`src/rtl/alu_issue_scheduler.sv`:
```
// Purpose: round-robin issue of one ready reservation-station entry at a time to the single ALU,
//          then holding the tagged result on the CDB until the consumer takes it.
// Latency: 5 cycles minimum per operation (IDLE edge, ISSUE, WAIT x2, BCAST with immediate ack).
// Backpressure: cdb_ack low keeps the result on the CDB and blocks further issue; req is sampled only in IDLE.
// Ports:
//   clk, rst                     clock, asynchronous active-high reset
//   req/req_opcode/op1/op2/tag   per-requester ready flag and packed instruction fields
//   grant                        one-hot, one-cycle acceptance pulse (ISSUE cycle)
//   alu_start/alu_*              start pulse and registered operands to the ALU
//   alu_done/alu_tag/alu_result  ALU completion
//   cdb_valid/tag/data, cdb_ack  result broadcast with consumer acknowledge
//   busy, err                    not-IDLE indicator, sticky timeout flag
module alu_issue_scheduler #(
  parameter int N_REQ   = 4,
  parameter int TIMEOUT = 8
) (
  input  logic                 clk,
  input  logic                 rst,
  input  logic [N_REQ-1:0]     req,
  input  logic [6*N_REQ-1:0]   req_opcode,
  input  logic [32*N_REQ-1:0]  req_op1,
  input  logic [32*N_REQ-1:0]  req_op2,
  input  logic [5*N_REQ-1:0]   req_tag,
  output logic [N_REQ-1:0]     grant,
  output logic                 alu_start,
  output logic [5:0]           alu_opcode,
  output logic [31:0]          alu_op1,
  output logic [31:0]          alu_op2,
  output logic [4:0]           alu_dest_tag,
  input  logic                 alu_done,
  input  logic [4:0]           alu_tag,
  input  logic [31:0]          alu_result,
  output logic                 cdb_valid,
  output logic [4:0]           cdb_tag,
  output logic [31:0]          cdb_data,
  input  logic                 cdb_ack,
  output logic                 busy,
  output logic                 err
);

  localparam int IW = (N_REQ > 1) ? $clog2(N_REQ) : 1;
  localparam int CW = (TIMEOUT > 1) ? $clog2(TIMEOUT) : 1;

  typedef enum logic [1:0] {S_IDLE, S_ISSUE, S_WAIT, S_BCAST} state_t;

  state_t          state;
  logic [IW-1:0]   rr_ptr;
  logic [IW-1:0]   win_idx;
  logic [N_REQ-1:0] win_onehot;
  logic [CW-1:0]   wait_cnt;
  int              win_sel;

  // (base + off) mod N_REQ for off in 0..N_REQ-1
  function automatic logic [IW-1:0] wrap_add(input logic [IW-1:0] base, input int off);
    int s;
    s = int'(base) + off;
    if (s >= N_REQ) s = s - N_REQ;
    return s[IW-1:0];
  endfunction

  // Scan from the highest rotation offset down so the lowest offset that hits
  // (the first requester at or after rr_ptr) is the one left in win_idx.
  always_comb begin
    win_idx = '0;
    for (int k = N_REQ - 1; k >= 0; k--) begin
      if (req[wrap_add(rr_ptr, k)]) win_idx = wrap_add(rr_ptr, k);
    end
    win_sel = int'(win_idx);
    win_onehot = '0;
    win_onehot[win_idx] = 1'b1;
  end

  assign busy = (state != S_IDLE);

  always_ff @(posedge clk or posedge rst) begin
    if (rst) begin
      state        <= S_IDLE;
      rr_ptr       <= '0;
      wait_cnt     <= '0;
      grant        <= '0;
      alu_start    <= 1'b0;
      alu_opcode   <= '0;
      alu_op1      <= '0;
      alu_op2      <= '0;
      alu_dest_tag <= '0;
      cdb_valid    <= 1'b0;
      cdb_tag      <= '0;
      cdb_data     <= '0;
      err          <= 1'b0;
    end else begin
      case (state)
        S_IDLE: begin
          if (|req) begin
            alu_opcode   <= req_opcode[win_sel*6 +: 6];
            alu_op1      <= req_op1[win_sel*32 +: 32];
            alu_op2      <= req_op2[win_sel*32 +: 32];
            alu_dest_tag <= req_tag[win_sel*5 +: 5];
            grant        <= win_onehot;
            alu_start    <= 1'b1;
            rr_ptr       <= wrap_add(win_idx, 1);
            state        <= S_ISSUE;
          end
        end
        S_ISSUE: begin
          grant     <= '0;
          alu_start <= 1'b0;
          wait_cnt  <= '0;
          state     <= S_WAIT;
        end
        S_WAIT: begin
          if (alu_done) begin
            cdb_tag   <= alu_tag;
            cdb_data  <= alu_result;
            cdb_valid <= 1'b1;
            state     <= S_BCAST;
          end else if (wait_cnt == CW'(TIMEOUT - 1)) begin
            // ALU never answered: broadcast a poison value on the original
            // destination tag so the waiting consumer is released.
            err       <= 1'b1;
            cdb_tag   <= alu_dest_tag;
            cdb_data  <= 32'hDEADBEEF;
            cdb_valid <= 1'b1;
            state     <= S_BCAST;
          end else begin
            wait_cnt <= wait_cnt + 1'b1;
          end
        end
        S_BCAST: begin
          if (cdb_ack) begin
            cdb_valid <= 1'b0;
            state     <= S_IDLE;
          end
        end
        default: state <= S_IDLE;
      endcase
    end
  end

endmodule

```
`config.mk`:
```
export PLATFORM = sky130hd
export DESIGN_NAME = alu_issue_scheduler
export DESIGN_NICKNAME = d
export VERILOG_FILES = /design/src/rtl/alu_issue_scheduler.sv
export SDC_FILE = /design/constraint.sdc
export NUM_CORES = 1
export LEC_CHECK = 0
export CAP_MARGIN = 10
export CORE_AREA = 2 2 180 182
export DETAILED_ROUTE_END_ITERATION = 6
export DIE_AREA = 0 0 182 184
export GPL_TIMING_DRIVEN = 0
export HOLD_SLACK_MARGIN = 0.08
export SLEW_MARGIN = 20
export SYNTH_ARGS = -nofsm -noshare
export SYNTH_HDL_FRONTEND = slang
export SYNTH_SLANG_ARGS = --single-unit
```
`constraint.sdc`:
```
create_clock -name clk -period 5.5 [get_ports clk]
set_input_delay 1.1 -clock clk [delete_from_list [all_inputs] [get_ports clk]]
set_output_delay 1.1 -clock clk [all_outputs]
set_load 0.01 [all_outputs]
```
==> results.toml, run 1 <==
[run_status]
status = "completed"

[timing]
maxSlewViolCount = 0
post-route-min-period_ps = 3251
fin_skew_ps = 15.71
maxSlewHeadroom_pct = 45.46
tightestPinTransition_ps = 818.1
max_freq_mhz = 307.6
fin_setup_tns_ps = 0
hold_viol_final = 0
setup_viol = 0
fin_crit_sh_pct = 59.10
rsz0062_at_grt = "false"

[cells_and_area]
finish.utilization_pct = 41.55
drive_gt1_share_pct = 13.12
diodes = 0
instances_no_fill = 1583
layout_common_cells = "464 x clkdlybuf4s50_1, 126 x dfrtp_1, 95 x nand2_1, 81 x mux2i_1"
area_growth_pct = 80.85
final_common_cell = "clkdlybuf4s50_1"
nNetsFinal = 1520

[clock_network]
clock_path_buffers = 2
ctsResizeCount = 0
clock_sinks = 126
cts_root_buf = "clkbuf_16"
cts_buffers = 17
ctsHoldBuffers = 0
cts_htree_levels = 4
cts.clk_slew.worst_paths_ps = 60
cts_tree = "built"
cts_setup_buffers = 0
clk_latency_ps = 420

[route]
antenna_left = 0
wl_per_cell_um = 20.45
drc_errors = 0
wirelength_mm = 32.37
vias = 7358
vias_per_cell = 4.648
drtIter0Drc = 271
first_pass_iters = 4

[min_path]
hp-class = "flop to flop"
holdCritStartpoint = "err$_DFFE_PP0P_"

[yosys]
async_reset_ff_share_pct = 100.0
syn_inst = 684
synth-edff-count = 0
ys_ff_latch = 126
synth_ff_type = "dfrtp_1"
synth_nets = 1036
avgSynthCellArea_sq_um = 10.54
synth_cell_types = 41
ys_warn_count = 0
synthesis.area_sq_mm = 0.007212
ys_seq_area_share_pct = 43.72

[power_and_ir_drop]
p_leak_nw = 5.275
powerDensity_mw_per_mm2 = 511.5
ir_drop_mv = 0.1911
p_total_w = 0.006671

[job]
max-cap-violations = 0

[die]
fp.dieH_um = 184
rows = 65
start_util_pct = 22.97
num_io_pins = 465
die_w_um = 182
coreArea_sq_mm = 0.03139
die-area_sq_mm = 0.03349

[setup_path]
path_class = "primary input to flop"
crit_arrival_ps = 3590
required_ps = 5840
startpoint_type = "primary input"
end_kind = "flop"
crit_path_max_fanout = 10
critPathLaunch = "req[3]"
r2r_start = "state[0]$_DFFE_PP0P_"

[grt]
first_global_vias = 7683
grt_pass1_wl_mm = 46.88
grt_util_all_layers_pct = 18.76
grt_max_degree = 83
global_route.overflow_total = 0
antenna_found_initial = 0

[placement]
gp_congestion = 0.8208
port_buffers = 464
hpwl_mm = 25.19
dp.cells = 1551
==> synth_stat cells (9+ instances only) <==
cell / number / area share [%]
nand2_1: 95 / 4.9
a21oi_2: 76 / 9.2
mux2i_1: 81 / 11
clkbuf_1: 19 / 0.99
o21ai_0: 15 / 1.0
o22a_1: 24 / 2.9
buf_2: 15 / 1.0
o2bb2ai_1: 76 / 9.2
buf_4: 10 / 1.0
buf_12: 10 / 2.8
dfrtp_1: 126 / 44
a22o_1: 9 / 1.1
a21oi_1: 76 / 5.3
==> state kept, by name (all words and copies together), names as in the netlist <==
name          cells
alu_op1          32
alu_op2          32
cdb_data         32
alu_opcode        6
alu_dest_tag      5
cdb_tag           5
grant             4
wait_cnt          3
rr_ptr            2
state             2
alu_start         1
cdb_valid         1
err               1
==> power by group <==
group	leakage [nW]	switching [W]	internal [W]
clock	0.315	0.000518	0.000779
combinational	3.53	0.00185	0.00186
sequential	1.43	0.000274	0.00139
==> per-layer routing <==
layer / up-vias / track usage (%) / wire, um
met3: 28 / 4.893 / 2228
met5: - / 0 / 0
met2: 300 / 34.31 / 16590
met4: 0 / 4.871 / 535
li1: 3497 / - / -
met1: 3533 / 21.71 / 13020
==> critical path: stages <==
cell and delay (ps):
clkdlybuf4s50_1 490, nor4_1 460, nor2_1 230, nand3_2 260
clkbuf_1 660, a21oi_1 200, a21oi_2 180
==> metrics by stage <==
stage | hold slack [ps] | cell area [sq um] | setup slack [ps]
after detailed placement | 464.6 | 12390 | 1797
after CTS | 478.8 | 13040 | 2233
after global routing | 496.4 | 13040 | 2036
after floorplan | 464.3 | 7212 | 1044
final | 474.3 | 13040 | 2249
after global placement | 451.4 | 12360 | -1395
==> kinds of logic after synthesis <==
group / count (synthesis) / share of synthesized area (%)
AND/OR/NAND/NOR: 113 / 6.489
XOR/XNOR: 1 / 0.1215
multiplexers: 81 / 11.24
flip-flops: 126 / 43.72
buffers and inverters: 66 / 6.887
adder cells (fa/ha/maj): 7 / 1.214
AO/OA/AOI/OAI: 290 / 30.33
==> worst paths after layout <==
path	end	slack, ps	depth (start not counted)
max reg2reg	alu_opcode[3]$_DFFE_PP0P_	2680	8
min	err$_DFFE_PP0P_	470	1
max	alu_opcode[3]$_DFFE_PP0P_	2250	7
min in group asynchronous	cdb_data[16]$_DFFE_PP0P_	1080	2
min reg2reg	err$_DFFE_PP0P_	470	1
max in group asynchronous	alu_op2[24]$_DFFE_PP0P_	3620	3
==> area by class of cell <==
| type | count | area (sq um) |
|---|---|---|
| Clock buffer | 17 | 425.4 |
| Clock inverter | 15 | 222.7 |
| Buffer | 59 | 470.5 |
| Multi-Input combinational cell | 492 | 3562 |
| Fill cell | 3086 | 18350 |
| Sequential cell | 126 | 3153 |
| Tap cell | 402 | 503.0 |
| Timing Repair Buffer | 465 | 4672 |
| Inverter | 7 | 33.78 |
Note: power is estimated with default switching activity, not from simulation.
==> run 2, diff against run 1 <==
Clock period 5.5 ns to 3.1 ns, I/O delays scaled along.
==> run 2 against run 1 <==
- critical path depth unchanged
- utilization about the same
- sequential share of layout area about the same
- die area unchanged
- highest routed layer unchanged
==> results.toml, run 2 (same netlist as run 1, synthesis figures left out) <==
[run_status]
status = "completed"

[clock_network]
clock_path_buffers = 2
ctsResizeCount = 0
cts_setup_buffers = 0
cts_buffers = 17
ctsHoldBuffers = 0
cts_root_buf = "clkbuf_16"
clock_sinks = 126
cts_htree_levels = 4
clk_latency_ps = 420
cts.clk_slew.worst_paths_ps = 70
cts_tree = "built"

[grt]
grt_max_degree = 31
global_route.overflow_total = 0
grt_util_all_layers_pct = 18.41
first_global_vias = 7770
grt_pass1_wl_mm = 46.58
antenna_found_initial = 0

[setup_path]
crit_path_max_fanout = 10
crit_path_end = "alu_op1[27]$_DFFE_PP0P_"
path_class = "primary input to flop"
required_ps = 3450
max_stage_delay_ps = 630
path_cells = "clkdlybuf4s50_1 -> nor4_1 -> nor2_1 -> nand3_2 -> clkbuf_1 -> a21oi_1 -> a21oi_2"
cp_slowest_cell = "clkbuf_1"
r2r_end = "alu_op1[27]$_DFFE_PP0P_"
rr_worst_depth = 8
crit_arrival_ps = 2980
r2r_start = "state[0]$_DFFE_PP0P_"
end_kind = "flop"
startpoint_type = "primary input"
critPathLaunch = "req[3]"
r2r_setup_slack_ps = 530

[timing]
post-route-min-period_ps = 2634
max_freq_mhz = 379.7
fin_skew_ps = 19.97
maxSlewHeadroom_pct = 46.18
fin_setup_tns_ps = 0
fin_crit_sh_pct = 84.96
rsz0062_at_grt = "false"
hold_viol_final = 0
maxSlewViolCount = 0
setup_viol = 0
tightestPinTransition_ps = 807.3

[route]
vias = 7397
wl_per_cell_um = 19.98
first_pass_iters = 4
drtIter0Drc = 267
wirelength_mm = 31.69
antenna_left = 0
drc_errors = 0
vias_per_cell = 4.664

[die]
fp.dieH_um = 184
start_util_pct = 22.97
die_w_um = 182
rows = 65
coreArea_sq_mm = 0.03139
num_io_pins = 465
die-area_sq_mm = 0.03349

[cells_and_area]
layout_common_cells = "464 x clkdlybuf4s50_1, 126 x dfrtp_1, 95 x nand2_1, 81 x mux2i_1"
final_common_cell = "clkdlybuf4s50_1"
nNetsFinal = 1523
ff_latch_area_sq_mm = 0.003153
multi_input_area_sq_mm = 0.003562
top_regs = "alu_op1 x32, alu_op2 x32, cdb_data x32"
fillerInstances = 3064
drive_gt1_share_pct = 13.34
diodes = 0
finish.utilization_pct = 41.58
area_growth_pct = 80.99

[placement]
port_buffers = 464
hpwl_mm = 24.93
gp_congestion = 0.8348

[power_and_ir_drop]
powerDensity_mw_per_mm2 = 892.2
ir_drop_mv = 0.3561
p_leak_nw = 5.279

[job]
max-cap-violations = 0

[min_path]
hp-class = "flop to flop"
[run 2: changes by cell type in the layout (fill, tap and decap cells not counted)]
cell and delta:
clkinvlp_4 +1, clkinv_2 +1, buf_12 +4, bufinv_16 -2, buf_16 -1, inv_6 +1
clkbuf_8 +1, clkinv_4 -2
[run 2: area by class of cell]
| cell class | instances | share of cell area (%) |
|---|---|---|
| repair buffers | 468 | 36.20 |
| well taps | 402 | 3.854 |
| multi-input cells | 492 | 27.29 |
| clock inverters | 14 | 1.304 |
| plain buffers | 59 | 3.604 |
| flip-flops and latches | 126 | 24.16 |
| clock buffers | 18 | 3.365 |
| inverters | 7 | 0.2301 |
[run 2: how the worst min path moves through the flow]
stage                                        start                        to  slack [ps]  depth (start not counted)
final                      cdb_data[3]$_DFFE_PP0P_   cdb_data[3]$_DFFE_PP0P_         490                          1
after global routing      cdb_data[27]$_DFFE_PP0P_  cdb_data[27]$_DFFE_PP0P_         510                          1
after CTS                   cdb_tag[0]$_DFFE_PP0P_    cdb_tag[0]$_DFFE_PP0P_         490                          2
after detailed placement    cdb_tag[0]$_DFFE_PP0P_    cdb_tag[0]$_DFFE_PP0P_         470                          2
after global placement             err$_DFFE_PP0P_           err$_DFFE_PP0P_         460                          1
after floorplan            wait_cnt[0]$_DFFE_PP0P_   wait_cnt[0]$_DFFE_PP0P_         460                          1
[run 2: routing by layer]
layer	vias up	track usage [%]	share of wire, %
met5	-	0	0
met1	3540	21.40	40
met2	322	33.39	51
met3	29	4.814	7.6
li1	3506	-	-
met4	0	5.032	1.7
[run 2: critical path: cells and delay by family]
family / cells / cell delay (ps)
AO/OA/AOI/OAI: 2 / 310
buffers and inverters: 2 / 1100
AND/OR/NAND/NOR: 3 / 920
[run 2: report_power, final]
| group | internal, W | total [W] | switching, W |
|---|---|---|---|
| Sequential | 0.00247 | 0.00296 | 0.000489 |
| Clock | 0.00124 | 0.00213 | 0.000884 |
| Combinational | 0.00331 | 0.00656 | 0.00325 |
| Total | 0.00702 | 0.0116 | 0.00462 |
[run 2: through the flow]
stage	hold WS [ps]	worst slack [ps]	instance area, sq um	cells	total power, W
after detailed placement	471.8	-64.03	12440	1554	0.009658
final	485.5	466.3	13050	1586	0.01165
after CTS	488.1	315.4	13050	1586	0.01187
after global routing	509.0	83.18	13050	1586	0.01245
after global placement	459.3	-571.0	12360	1550	0.009572
after floorplan	464.3	926.7	7216	684	0.006464
